## src/rtl/voice_allocator_pkg.sv

```systemverilog
// ============================================================================
// Module  : voice_allocator_pkg
// Brief   : Shared state encodings, event constants and helpers for the
//           voice allocator.
// Rev     : 1.0
// ============================================================================
`default_nettype none

package voice_allocator_pkg;

    typedef enum logic [2:0] {
        ST_IDLE       = 3'b001,
        ST_STEAL_WAIT = 3'b010,
        ST_FREE_WAIT  = 3'b100
    } va_state_t;

    localparam logic EV_OFF = 1'b0;
    localparam logic EV_ON  = 1'b1;

    function automatic int idx_width(input int n);
        return (n > 1) ? $clog2(n) : 1;
    endfunction

endpackage

`default_nettype wire

```

## src/rtl/voice_allocator_pick.sv

```systemverilog
// ============================================================================
// Module  : voice_pick
// Brief   : Combinational selector: lowest free voice and oldest held voice.
// Rev     : 1.0
// ============================================================================
`default_nettype none

module voice_pick
    import voice_allocator_pkg::*;
#(
    parameter int NUM_VOICES = 4,
    parameter int AGE_W      = 4,
    parameter int IDX_W      = idx_width(NUM_VOICES)
) (
    input  logic [NUM_VOICES-1:0]       held,
    input  logic [NUM_VOICES-1:0]       busy,
    input  logic [NUM_VOICES*AGE_W-1:0] age,
    output logic [IDX_W-1:0]            free_idx,
    output logic                        free_found,
    output logic [IDX_W-1:0]            old_idx,
    output logic                        old_found
);

    logic [AGE_W-1:0] w_best_age;

    // Strict '>' keeps the lowest index on equal ages.
    always_comb begin
        free_idx   = '0;
        free_found = 1'b0;
        old_idx    = '0;
        old_found  = 1'b0;
        w_best_age = '0;
        for (int i = 0; i < NUM_VOICES; i++) begin
            if (!free_found && !held[i] && !busy[i]) begin
                free_found = 1'b1;
                free_idx   = IDX_W'(i);
            end
            if (held[i] && (!old_found || (age[i*AGE_W +: AGE_W] > w_best_age))) begin
                old_found  = 1'b1;
                old_idx    = IDX_W'(i);
                w_best_age = age[i*AGE_W +: AGE_W];
            end
        end
    end

endmodule

`default_nettype wire

```

## src/rtl/voice_allocator.sv

```systemverilog
// ============================================================================
// Module  : voice_allocator
// Brief   : Polyphony controller assigning note events to envelope voices,
//           with oldest-voice stealing and wait-for-release.
// Rev     : 1.0
// ============================================================================
`default_nettype none

module voice_allocator
    import voice_allocator_pkg::*;
#(
    parameter int NUM_VOICES = 4,
    parameter int NOTE_W     = 7,
    parameter int AGE_W      = 4
) (
    input  logic                         clk,
    input  logic                         rst_b,
    input  logic                         ev_valid,
    output logic                         ev_ready,
    input  logic                         ev_on,
    input  logic [NOTE_W-1:0]            ev_note,
    input  logic [NUM_VOICES-1:0]        voice_busy,
    output logic [NUM_VOICES-1:0]        voice_note_on,
    output logic [NUM_VOICES-1:0]        voice_note_off,
    output logic [NUM_VOICES*NOTE_W-1:0] voice_note,
    output logic [NUM_VOICES-1:0]        voice_held,
    output logic                         steal
);

    localparam int               IDX_W     = idx_width(NUM_VOICES);
    localparam logic [AGE_W-1:0] c_AGE_MAX = '1;

    va_state_t                   r_state, w_state_nxt;
    logic [NUM_VOICES-1:0]       r_held, w_held_nxt;
    logic [NUM_VOICES-1:0]       r_note_on, w_note_on_nxt;
    logic [NUM_VOICES-1:0]       r_note_off, w_note_off_nxt;
    logic                        r_steal, w_steal_nxt;
    logic [NUM_VOICES*NOTE_W-1:0] r_note, w_note_nxt;
    logic [NUM_VOICES*AGE_W-1:0] r_age, w_age_nxt;
    logic [IDX_W-1:0]            r_victim, w_victim_nxt;
    logic [NOTE_W-1:0]           r_pend_note, w_pend_nxt;

    logic                        w_alloc;
    logic [IDX_W-1:0]            w_alloc_idx;
    logic [IDX_W-1:0]            w_free_idx, w_old_idx, w_match_idx;
    logic                        w_free_found, w_old_found, w_match_found;
    logic                        w_is_on, w_is_off;

    voice_pick #(
        .NUM_VOICES (NUM_VOICES),
        .AGE_W      (AGE_W),
        .IDX_W      (IDX_W)
    ) u_pick (
        .held       (r_held),
        .busy       (voice_busy),
        .age        (r_age),
        .free_idx   (w_free_idx),
        .free_found (w_free_found),
        .old_idx    (w_old_idx),
        .old_found  (w_old_found)
    );

    assign w_is_on  = (ev_on == EV_ON);
    assign w_is_off = (ev_on == EV_OFF);

    always_comb begin
        w_match_found = 1'b0;
        w_match_idx   = '0;
        for (int i = 0; i < NUM_VOICES; i++) begin
            if (!w_match_found && r_held[i] && (r_note[i*NOTE_W +: NOTE_W] == ev_note)) begin
                w_match_found = 1'b1;
                w_match_idx   = IDX_W'(i);
            end
        end
    end

    always_comb begin
        w_state_nxt    = r_state;
        w_held_nxt     = r_held;
        w_note_on_nxt  = '0;
        w_note_off_nxt = '0;
        w_steal_nxt    = 1'b0;
        w_note_nxt     = r_note;
        w_age_nxt      = r_age;
        w_victim_nxt   = r_victim;
        w_pend_nxt     = r_pend_note;
        w_alloc        = 1'b0;
        w_alloc_idx    = '0;

        case (r_state)
            ST_IDLE: begin
                if (ev_valid) begin
                    if (w_is_off) begin
                        if (w_match_found) begin
                            w_note_off_nxt[w_match_idx] = 1'b1;
                            w_held_nxt[w_match_idx]     = 1'b0;
                        end
                    end else if (w_is_on && !w_match_found) begin
                        if (w_free_found) begin
                            w_alloc                                = 1'b1;
                            w_alloc_idx                            = w_free_idx;
                            w_note_on_nxt[w_free_idx]              = 1'b1;
                            w_held_nxt[w_free_idx]                 = 1'b1;
                            w_note_nxt[w_free_idx*NOTE_W +: NOTE_W] = ev_note;
                        end else if (w_old_found) begin
                            w_note_off_nxt[w_old_idx]              = 1'b1;
                            w_steal_nxt                            = 1'b1;
                            w_note_nxt[w_old_idx*NOTE_W +: NOTE_W] = ev_note;
                            w_victim_nxt                           = w_old_idx;
                            w_state_nxt                            = ST_STEAL_WAIT;
                        end else begin
                            w_pend_nxt  = ev_note;
                            w_state_nxt = ST_FREE_WAIT;
                        end
                    end
                end
            end
            ST_STEAL_WAIT: begin
                // r_steal marks the cycle the note_off is still on the wire; busy is ignored then.
                if (!r_steal && !voice_busy[r_victim]) begin
                    w_alloc                 = 1'b1;
                    w_alloc_idx             = r_victim;
                    w_note_on_nxt[r_victim] = 1'b1;
                    w_state_nxt             = ST_IDLE;
                end
            end
            ST_FREE_WAIT: begin
                if (w_free_found) begin
                    w_alloc                                = 1'b1;
                    w_alloc_idx                            = w_free_idx;
                    w_note_on_nxt[w_free_idx]              = 1'b1;
                    w_held_nxt[w_free_idx]                 = 1'b1;
                    w_note_nxt[w_free_idx*NOTE_W +: NOTE_W] = r_pend_note;
                    w_state_nxt                            = ST_IDLE;
                end
            end
            default: begin
                w_state_nxt = ST_IDLE;
            end
        endcase

        if (w_alloc) begin
            for (int i = 0; i < NUM_VOICES; i++) begin
                if (IDX_W'(i) == w_alloc_idx) begin
                    w_age_nxt[i*AGE_W +: AGE_W] = '0;
                end else if (r_held[i] && (r_age[i*AGE_W +: AGE_W] != c_AGE_MAX)) begin
                    w_age_nxt[i*AGE_W +: AGE_W] = r_age[i*AGE_W +: AGE_W] + 1'b1;
                end
            end
        end
    end

    always_ff @(posedge clk or negedge rst_b) begin
        if (!rst_b) begin
            r_state     <= ST_IDLE;
            r_held      <= '0;
            r_note_on   <= '0;
            r_note_off  <= '0;
            r_steal     <= 1'b0;
            r_note      <= '0;
            r_age       <= '0;
            r_victim    <= '0;
            r_pend_note <= '0;
        end else begin
            r_state     <= w_state_nxt;
            r_held      <= w_held_nxt;
            r_note_on   <= w_note_on_nxt;
            r_note_off  <= w_note_off_nxt;
            r_steal     <= w_steal_nxt;
            r_note      <= w_note_nxt;
            r_age       <= w_age_nxt;
            r_victim    <= w_victim_nxt;
            r_pend_note <= w_pend_nxt;
        end
    end

    assign ev_ready       = (r_state == ST_IDLE);
    assign voice_note_on  = r_note_on;
    assign voice_note_off = r_note_off;
    assign voice_note     = r_note;
    assign voice_held     = r_held;
    assign steal          = r_steal;

endmodule

`default_nettype wire

```

## config.mk

```make
export PLATFORM = sky130hd
export DESIGN_NAME = voice_allocator
export DESIGN_NICKNAME = d
export VERILOG_FILES = /design/src/rtl/voice_allocator_pkg.sv /design/src/rtl/voice_allocator_pick.sv /design/src/rtl/voice_allocator.sv
export SDC_FILE = /design/constraint.sdc
export NUM_CORES = 1
export LEC_CHECK = 0
export ABC_CLOCK_PERIOD_IN_PS = 6300
export CAP_MARGIN = 10
export CORE_MARGIN = 2
export CORE_UTILIZATION = 35
export CTS_BUF_LIST = sky130_fd_sc_hd__clkbuf_16
export DETAILED_ROUTE_END_ITERATION = 12
export GPL_TIMING_DRIVEN = 0
export PLACE_DENSITY = 0.62
export SLEW_MARGIN = 40
export SYNTH_ARGS = -nofsm -noshare
export SYNTH_HDL_FRONTEND = slang
export SYNTH_HIERARCHICAL = 1
export SYNTH_SLANG_ARGS = --single-unit
```

## constraint.sdc

```tcl
create_clock -name clk -period 6.3 [get_ports clk]
set_clock_uncertainty 0.2 [all_clocks]
set_input_delay 0.945 -clock clk [delete_from_list [all_inputs] [get_ports clk]]
set_output_delay 0.945 -clock clk [all_outputs]
set_load 0.03 [all_outputs]
```

* After elaboration in Yosys (flattened, before gate mapping)
Index checks and enable logic that the tools add are counted.
Word-level totals: register bits 69, input port bits 15, word-level logic and storage cells 226
Cells by class: add/subtract/negate cells 6, multiply operators 2, order comparisons 11, eq/ne operators 23, shifts and indexed selects 5, muxes and demuxes 97, bitwise operators 5, reduce and logical (&&, ||, !) cells 65
Operators by type and width (count):
- $mux 28 | 6
- $mux 4 | 28
- $shiftx 7x34->28 | 3
- $bwmux 28 | 3
- $neg 5->34 | 2
- $shift 7x34->28 const A | 2
- $pmux 28 s2 | 1
- $mux 1 | 31
- $eq 7x7->1 | 4
- $logic_and 1x1->1 | 27
- $reduce_and 6->1 | 4
- $mux 2 | 11
- $mux 3 | 7
- $logic_not 1->1 | 20
- $add 4x1->4 const B | 4
- $ne 4x4->1 const B | 4
- $gt 4x4->1 | 3
- $lt 2x3->1 const B | 4
- $pmux 4 s3 | 1
- $mul 2x3->5 const B | 2
- $reduce_bool 2->1 | 5
- $pmux 3 s3 | 1
- $demux 1 s2 | 4
- $ge 2x1->1 const B | 4
- 21 further kinds | 33

* Longest topological paths before layout
Gate-level depths: netlist of run 1.
word-level depth 25, gate-level depth with buffers 25, gate-level depth less buffers 24

* Cells and area by module
Netlist of run 1, hierarchy kept.
Modules (own cells, without submodules):
- voice_allocator | times used 1, cells each 419, area an instance 4077.7 um^2, seq. area each 1727.9 um^2
- voice_pick | times used 1, cells each 68, area an instance 520.5 um^2, seq. area each 0.0 um^2

* Least setup slack after synthesis of run 1
OpenSTA, ideal clock, no wires.
path kind register -> register, from register r_held[0], in the netlist voice_held[0], to register r_note[21], in the netlist voice_note[21], setup time 0.077 ns, arrival time 5.747 ns, setup slack 0.276 ns, stages on the path, launching flop included 25, buffers on the path 1, cells stage by stage dfrtp_1 -> buf_6 -> nand2_1 -> ha_1 -> nand2_1 -> o21bai_1 -> a21oi_2 -> mux2_4 -> ha_1 -> nor2b_1 -> o211ai_1 -> a21oi_1 -> mux2_2 -> ha_1 -> nor2b_1 -> o211ai_1 -> a21oi_1 -> o21ai_0 -> o21ai_0 -> inv_1 -> ha_1 -> or4_1 -> a21oi_1 -> a22oi_1 -> a21oi_1
RTL lines:
- from (decl) | line voice_allocator.sv:34 | logic [NUM_VOICES-1:0] r_held, w_held_nxt;
- from (signal assigned) | line voice_allocator.sv:166 | r_held <= w_held_nxt;
- $mux 4 / $mux 1 (equally long branches) | line voice_allocator_pick.sv:38 | if (held[i] && (!old_found || (age[i*AGE_W +: AGE_W] > w_best_age))) begin
- $gt 4x4->1 / $logic_not 1->1 (equally long branches) | line voice_allocator_pick.sv:38
- $logic_or 1x1->1 | line voice_allocator_pick.sv:38
- $logic_and 1x1->1 | line voice_allocator_pick.sv:38
- $mux 4 / $mux 1 (equally long branches) | line voice_allocator_pick.sv:38
- $gt 4x4->1 / $logic_not 1->1 (equally long branches) | line voice_allocator_pick.sv:38
- $logic_or 1x1->1 | line voice_allocator_pick.sv:38
- $logic_and 1x1->1 | line voice_allocator_pick.sv:38
- (+5 left out)
- net w_old_idx[0] | line voice_allocator.sv:45 | logic [IDX_W-1:0] w_free_idx, w_old_idx, w_match_idx;
- (+2 left out)
- $shiftx 7x34->28 / $shift 7x34->28 (equally long branches) | line voice_allocator.sv:108 | w_note_nxt[w_old_idx*NOTE_W +: NOTE_W] = ev_note;
- $bwmux 28 * | line voice_allocator.sv:108
- $mux 28 * | line voice_allocator.sv:105 | end else if (w_old_found) begin
- $mux 28 * | line voice_allocator.sv:99 | if (w_free_found) begin
- $mux 28 * | line voice_allocator.sv:98 | end else if (w_is_on && !w_match_found) begin
- $mux 28 * | line voice_allocator.sv:93 | if (w_is_off) begin
- $mux 28 * | line voice_allocator.sv:92 | if (ev_valid) begin
- $pmux 28 s2 * | line voice_allocator.sv:90 | case (r_state)
- to (signal assigned) | line voice_allocator.sv:170 | r_note <= w_note_nxt;
- to (decl) | line voice_allocator.sv:38 | logic [NUM_VOICES*NOTE_W-1:0] r_note, w_note_nxt;
The timed path passes the listed nets; every way through them passes the cells marked *. The select of a mux whose other input is x is not followed. A chain may end at the register's enable or synchronous reset.

* Worst setup path in the final report of run 1
from register r_held[0], in the netlist voice_held[0], to register r_note[27], in the netlist voice_note[27]
Same word-level chain as after synthesis.

==> impl_metrics.py, run 1 <==
metrics = {
    "synthesis": {
        "yosys_warnings": 6,
        "ys_ff_latch": 69,
        "yosysSeqAreaShare_pct": 37.6,
        "synth_ff_type": "dfrtp_1",
        "yosysUniqueCellTypes": 66,
        "async_flop_share_pct": 100,
        "avgSynthCellArea_um2": 9.44,
        "synth_nets": 529,
        "syn_inst": 487,
        "synth_enable_flop_cells": 0,
        "netlist_area_mm2": 0.00460,
    },
    "global_route": {
        "grt.total_usage_pct": 18.5,
        "grt_pass1_wl_mm": 20.6,
        "antenna_found_initial": 0,
        "overflow": 0,
        "grt_max_degree": 46,
        "grt_pass1_vias": 4131,
    },
    "finish": {
        "drive_gt1_share_pct": 14.8,
        "final_common_cell": "dfrtp_1",
        "mostFrequentLayoutCells": "67 x dfrtp_1, 57 x nor2_1, 48 x clkdlybuf4s50_1",
        "fin_nets": 598,
        "final_area_mm2": 0.00572,
        "fin_util_pct": 45.0,
        "area_delta_synth_final_pct": 24.4,
        "diodes": 0,
    },
    "floorplan": {
        "core-area_mm2": 0.0127,
        "ios": 57,
        "rows": 41,
        "die_x_um": 119,
        "die-area_mm2": 0.0141,
        "initial_core_util_pct": 36.1,
        "fp.dieH_um": 119,
    },
    "detailed_routing": {
        "drt-wirelength-per-cell_um": 17.6,
        "drtPass1Iterations": 5,
        "drc_errors": 0,
        "vias_per_cell": 5.56,
        "drt_iter0_markers": 230,
        "via_count": 4070,
        "drtAntennaViolNets": 0,
        "wl_mm": 12.9,
    },
    "clock_network": {
        "cts_made_buffers": 9,
        "cts_root_buffer": "clkbuf_16",
        "cts_sinks": 69,
        "path_clk_slew_ns": 0.06,
        "cts_tree": "built",
        "clock_latency_ns": 0.34,
        "cts_hold_buffers": 0,
        "max-clock-path-buffers": 2,
        "htree_levels": 3,
    },
    "timing": {
        "tightest_slew_ns": 0.633,
        "finalSetupViolations": 0,
        "fmax_ghz": 0.167,
        "timing.slew.headroom_pct": 57.8,
        "min_period_over_period_pct": 94.8,
        "drv_slew": 0,
        "period_minus_slack_ns": 5.97,
        "rsz0062_at_grt": "no",
        "hold_viol": 0,
        "fin_ws_ns": 0.327,
    },
    "setup_path": {
        "cp_slowest_cell": "or4_1",
        "cp_num_cells": 25,
        "worstSetupPathType": "register to register",
        "worst_r2r_path_depth": 25,
        "worstPathRequired_ns": 6.37,
        "cp-end-kind": "register",
        "crit_family": "compound AO/OA/AOI/OAI gates",
        "max_stage_delay_ns": 0.57,
        "critPathMaxFanout": 10,
        "path_common_cell": "ha_1",
        "critPathBufInv": 3,
        "startpoint_type": "register",
        "crit_arrival_ns": 6.04,
    },
    "power_and_ir_drop": {
        "powerDensity_mw_per_mm2": 662,
        "power_w": 0.00379,
        "leakage_nw": 2.36,
        "ir_worst_vdd_uv": 295,
    },
    "place": {
        "post-place-ws_ns": -0.514,
        "gp_congestion": 0.903,
        "hpwlAfterDp_mm": 9.42,
        "port_buffers": 49,
        "place_area_mm2": 0.00533,
    },
    "job": {
        "cap_violations": 0,
    },
    "worst_hold_path": {
        "hold_path_class": "input pin to async pin",
    },
    "outcome": {
        "status": "complete, no violations",
    },
}
-- layer usage --
metal	track usage (%)	vias to the layer above	share of wire, %
li1	-	1906	-
met1	22.7	2004	43
met2	31.5	139	49
met3	4.49	21	6.1
met4	6.77	0	1.6
met5	0	-	0
-- what timing repair did --
item                       in CTS  in global routing
gates cloned                    0                  0
setup buffers                   2                  6
pin swaps                       2                  1
setup endpoints to repair      28                 27
gates resized for setup         4                  8
-- worst reg2reg max path, delay by kind of cell, from the launching register on --
kind / cells / cell delay, ns
AND/OR/NAND/NOR: 5 / 0.97
AO/OA/AOI/OAI: 11 / 1.79
multiplexers: 2 / 0.68
buffers and inverters: 3 / 0.48
adder cells (fa/ha/maj): 4 / 1.34
flip-flops: 1 / 0.42
-- report_power, final --
part,switching (W),total (W),leakage (nW),internal (W)
clock,0.000195,0.000495,0.136,0.000300
sequential,0.000240,0.000874,0.852,0.000634
combinational,0.00137,0.00242,1.37,0.00105
total,0.00180,0.00379,2.36,0.00199
-- cells by family after synthesis --
group,share of synthesized area (%)
simple gates,17.7
compound gates,20.5
flops,37.6
buf+inv,5.12
xor+xnor,5.90
fa+ha+maj,7.35
mux,5.90
-- registers in the layout, indices dropped and copies added (netlist names) --
signal / cells
voice_note: 28
r_age: 16
r_pend_note: 7
voice_held: 4
voice_note_off: 4
voice_note_on: 4
r_state: 3
r_victim: 2
steal: 1
-- per-stage QoR --
stage / hold WS (ns) / std cells / TNS (ns)
after floorplan: 0.313 / 487 / 0
after global placement: 0.346 / 708 / -5.69
after detailed placement: 0.353 / 709 / -7.65
after CTS: 0.265 / 726 / 0
after global routing: 0.274 / 732 / 0
final: 0.260 / 732 / 0
-- path summary, 6_finish.rpt --
kind	startpoint	to	slack, ns
worst max-delay path	voice_held[0]	voice_note[27]	0.33
worst min-delay path	rst_b	steal	0.26
worst max register to register	voice_held[0]	voice_note[27]	0.33
worst min register to register	r_age[1]	r_age[1]	0.36
max in group asynchronous	rst_b	voice_note[13]	5.12
min in group clk	r_age[1]	r_age[1]	0.36
-- cell type report --
cell class	instances	area (µm²)
Clock buffer	9	225
Clock inverter	6	55.1
Tap cell	172	215
Sequential cell	69	1730
Buffer	20	145
Fill cell	1260	7000
Inverter	24	90.1
Timing Repair Buffer	58	579
Multi-Input combinational cell	374	2680
-- cell usage after synthesis (3+ instances only) --
| cell type | count | share of area (%) |
|---|---|---|
| dfrtp_1 | 68 | 37 |
| nor2_1 | 58 | 4.7 |
| a21oi_1 | 45 | 4.9 |
| nand2_1 | 32 | 2.6 |
| ha_1 | 27 | 7.3 |
| xnor2_1 | 26 | 5.0 |
| a22oi_1 | 24 | 3.9 |
| inv_1 | 23 | 1.9 |
| o21ai_0 | 16 | 1.7 |
| mux2_2 | 15 | 3.7 |
| nand4_1 | 10 | 1.4 |
| buf_6 | 8 | 2.0 |
| nand3_1 | 7 | 0.76 |
| nor2b_1 | 7 | 0.95 |
| clkbuf_1 | 6 | 0.49 |
| nor3_1 | 6 | 0.65 |
| a31oi_1 | 5 | 0.68 |
| buf_2 | 5 | 0.54 |
| nand2b_1 | 5 | 0.68 |
| xor2_1 | 5 | 0.95 |
| a22o_1 | 4 | 0.76 |
| a32o_2 | 4 | 0.98 |
| a32oi_1 | 4 | 0.76 |
| and2_1 | 4 | 0.54 |
| mux2_4 | 4 | 1.3 |
| nand4b_1 | 4 | 0.76 |
| nor3b_1 | 4 | 0.65 |
| or3_1 | 4 | 0.54 |
| a211oi_1 | 3 | 0.49 |
| a21o_1 | 3 | 0.49 |
| o21a_1 | 3 | 0.49 |
| o21ai_1 | 3 | 0.33 |
| or4_1 | 3 | 0.49 |
Note: power is estimated with default switching activity, not from simulation.
==> inputs of run 2 (changes only) <==
--- a/config.mk
+++ b/config.mk
@@ -13,4 +13,5 @@
 export DETAILED_ROUTE_END_ITERATION = 12
 export GPL_TIMING_DRIVEN = 0
+export MAX_ROUTING_LAYER = met4
 export PLACE_DENSITY = 0.62
 export SLEW_MARGIN = 40
==> constraint.sdc (replaced) <==
create_clock -name clk -period 6.3 [get_ports clk]
set_clock_uncertainty 0.2 [all_clocks]
set_input_delay 1.26 -clock clk [delete_from_list [all_inputs] [get_ports clk]]
set_output_delay 1.26 -clock clk [all_outputs]
set_load 0.03 [all_outputs]
==> run 2 against run 1 <==
Clock power is essentially flat; first-iteration DRC count shrank 5.7%; register-to-register slack is essentially flat; largest cell class unchanged; largest power group unchanged.
==> impl_metrics.py, run 2 (same netlist as run 1, synthesis figures left out) <==
metrics = {
    "clock_network": {
        "path_clk_slew_ns": 0.06,
        "clock_latency_ns": 0.34,
        "cts_hold_buffers": 0,
        "cts_sinks": 69,
        "max-clock-path-buffers": 2,
        "htree_levels": 3,
        "cts_root_buffer": "clkbuf_16",
        "cts_made_buffers": 9,
        "cts_tree": "built",
    },
    "finish": {
        "fillCellCount": 1260,
        "fin_nets": 598,
        "largest_reg_flops": 28,
        "final_common_cell": "dfrtp_1",
        "drive_gt1_share_pct": 14.8,
        "area_delta_synth_final_pct": 24.4,
        "fin_util_pct": 45.0,
        "diodes": 0,
        "mostFrequentLayoutCells": "67 x dfrtp_1, 57 x nor2_1, 48 x clkdlybuf4s50_1",
    },
    "timing": {
        "min_period_over_period_pct": 94.9,
        "timing.slew.headroom_pct": 57.8,
        "hold_viol": 0,
        "finalSetupViolations": 0,
        "drv_slew": 0,
        "fin_ws_ns": 0.319,
        "tightest_slew_ns": 0.632,
        "fmax_ghz": 0.167,
        "period_minus_slack_ns": 5.98,
        "rsz0062_at_grt": "no",
    },
    "global_route": {
        "grt.total_usage_pct": 19.1,
        "grt_pass1_vias": 4122,
        "grt_pass1_wl_mm": 20.7,
        "overflow": 0,
        "antenna_found_initial": 0,
        "grt_max_degree": 46,
    },
    "floorplan": {
        "rows": 41,
        "core-area_mm2": 0.0127,
        "initial_core_util_pct": 36.1,
        "ios": 57,
        "fp.dieH_um": 119,
        "die_x_um": 119,
        "die-area_mm2": 0.0141,
    },
    "detailed_routing": {
        "drc_errors": 0,
        "via_count": 4037,
        "vias_per_cell": 5.52,
        "drt_iter0_markers": 217,
        "drtPass1Iterations": 4,
        "wl_mm": 12.8,
        "drtAntennaViolNets": 0,
        "drt-wirelength-per-cell_um": 17.5,
    },
    "setup_path": {
        "worstPathRequired_ns": 6.37,
        "crit_arrival_ns": 6.05,
        "worstSetupPathType": "register to register",
        "critPathMaxFanout": 10,
        "startpoint_type": "register",
        "cp-end-kind": "register",
        "rrSetupSlack_ns": 0.32,
    },
    "place": {
        "gp_congestion": 0.918,
        "post-place-ws_ns": -0.514,
        "hpwlAfterDp_mm": 9.42,
        "port_buffers": 49,
    },
    "power_and_ir_drop": {
        "powerDensity_mw_per_mm2": 662,
        "ir_worst_vdd_uv": 294,
        "leakage_nw": 2.36,
    },
    "job": {
        "cap_violations": 0,
    },
    "outcome": {
        "status": "complete, no violations",
    },
    "worst_hold_path": {
        "hold_path_class": "register to register",
    },
}
run 2: routing by layer:
| metal | share of wire (%) | global-route usage (%) | vias to the layer above |
|---|---|---|---|
| met5 | 0 | - | - |
| met4 | 1.5 | 6.77 | 0 |
| met3 | 5.5 | 4.34 | 16 |
| met2 | 49 | 31.4 | 129 |
| met1 | 43 | 23.0 | 1990 |
| li1 | - | - | 1902 |
run 2: cell type report:
| type | instances | area [µm²] | share of cell area [%] |
|---|---|---|---|
| multi-input combinational | 374 | 2680 | 46.9 |
| timing repair buffer | 58 | 579 | 10.1 |
| buffer | 20 | 145 | 2.54 |
| inverter | 24 | 90.1 | 1.57 |
| clock buffer | 9 | 225 | 3.94 |
| clock inverter | 6 | 55.1 | 0.962 |
| sequential | 69 | 1730 | 30.2 |
| tap | 172 | 215 | 3.76 |
run 2: final timing paths:
path	from	endpoint	cells past startpoint
min	r_age[1]	r_age[1]	1
min in group asynchronous	rst_b	r_age[15]	1
max in group asynchronous	rst_b	r_pend_note[1]	2
min reg2reg	r_age[1]	r_age[1]	1
max reg2reg	voice_held[0]	voice_note[27]	25
max	voice_held[0]	voice_note[27]	25
run 2: what timing repair did:
item,in CTS,in global routing
cloned,0,0
endpoints found under the setup margin,28,27
setup buffers,2,6
gates resized for setup,4,8
pin swaps,2,1
run 2: report_power, final:
group	total, W	internal [W]	switching [W]
combinational	0.00242	0.00105	0.00137
sequential	0.000876	0.000634	0.000241
clock	0.000494	0.000300	0.000194
run 2: metrics by stage:
| stage | std cells | hold slack [ns] | TNS (ns) | total power, W | area (µm²) |
|---|---|---|---|---|---|
| floorplan | 487 | 0.313 | 0 | 0.00240 | 4600 |
| global placement | 708 | 0.346 | -5.69 | 0.00301 | 5300 |
| detailed placement | 709 | 0.353 | -7.65 | 0.00308 | 5330 |
| CTS | 726 | 0.366 | 0 | 0.00365 | 5640 |
| global route | 732 | 0.396 | 0 | 0.00405 | 5720 |
| finish | 732 | 0.365 | 0 | 0.00379 | 5720 |
run 2: worst max-delay path, cell delays in order (launching register included):
cell and delay, ns:
dfrtp_2 0.42, buf_6 0.16, nand2_1 0.08, ha_1 0.32, nand2_1 0.08, o21bai_1 0.16
a21oi_2 0.14, buf_4 0.15, mux2_4 0.31, ha_1 0.33, nand4_1 0.11, o21ai_0 0.12
a21oi_4 0.23, mux2_2 0.38, ha_1 0.29, nor2b_1 0.13, o211ai_1 0.10, a21oi_1 0.23
o21ai_2 0.12, o21ai_4 0.18, inv_1 0.17, ha_1 0.40, or4_1 0.57, a21oi_4 0.23
a22oi_1 0.11, a21oi_1 0.17
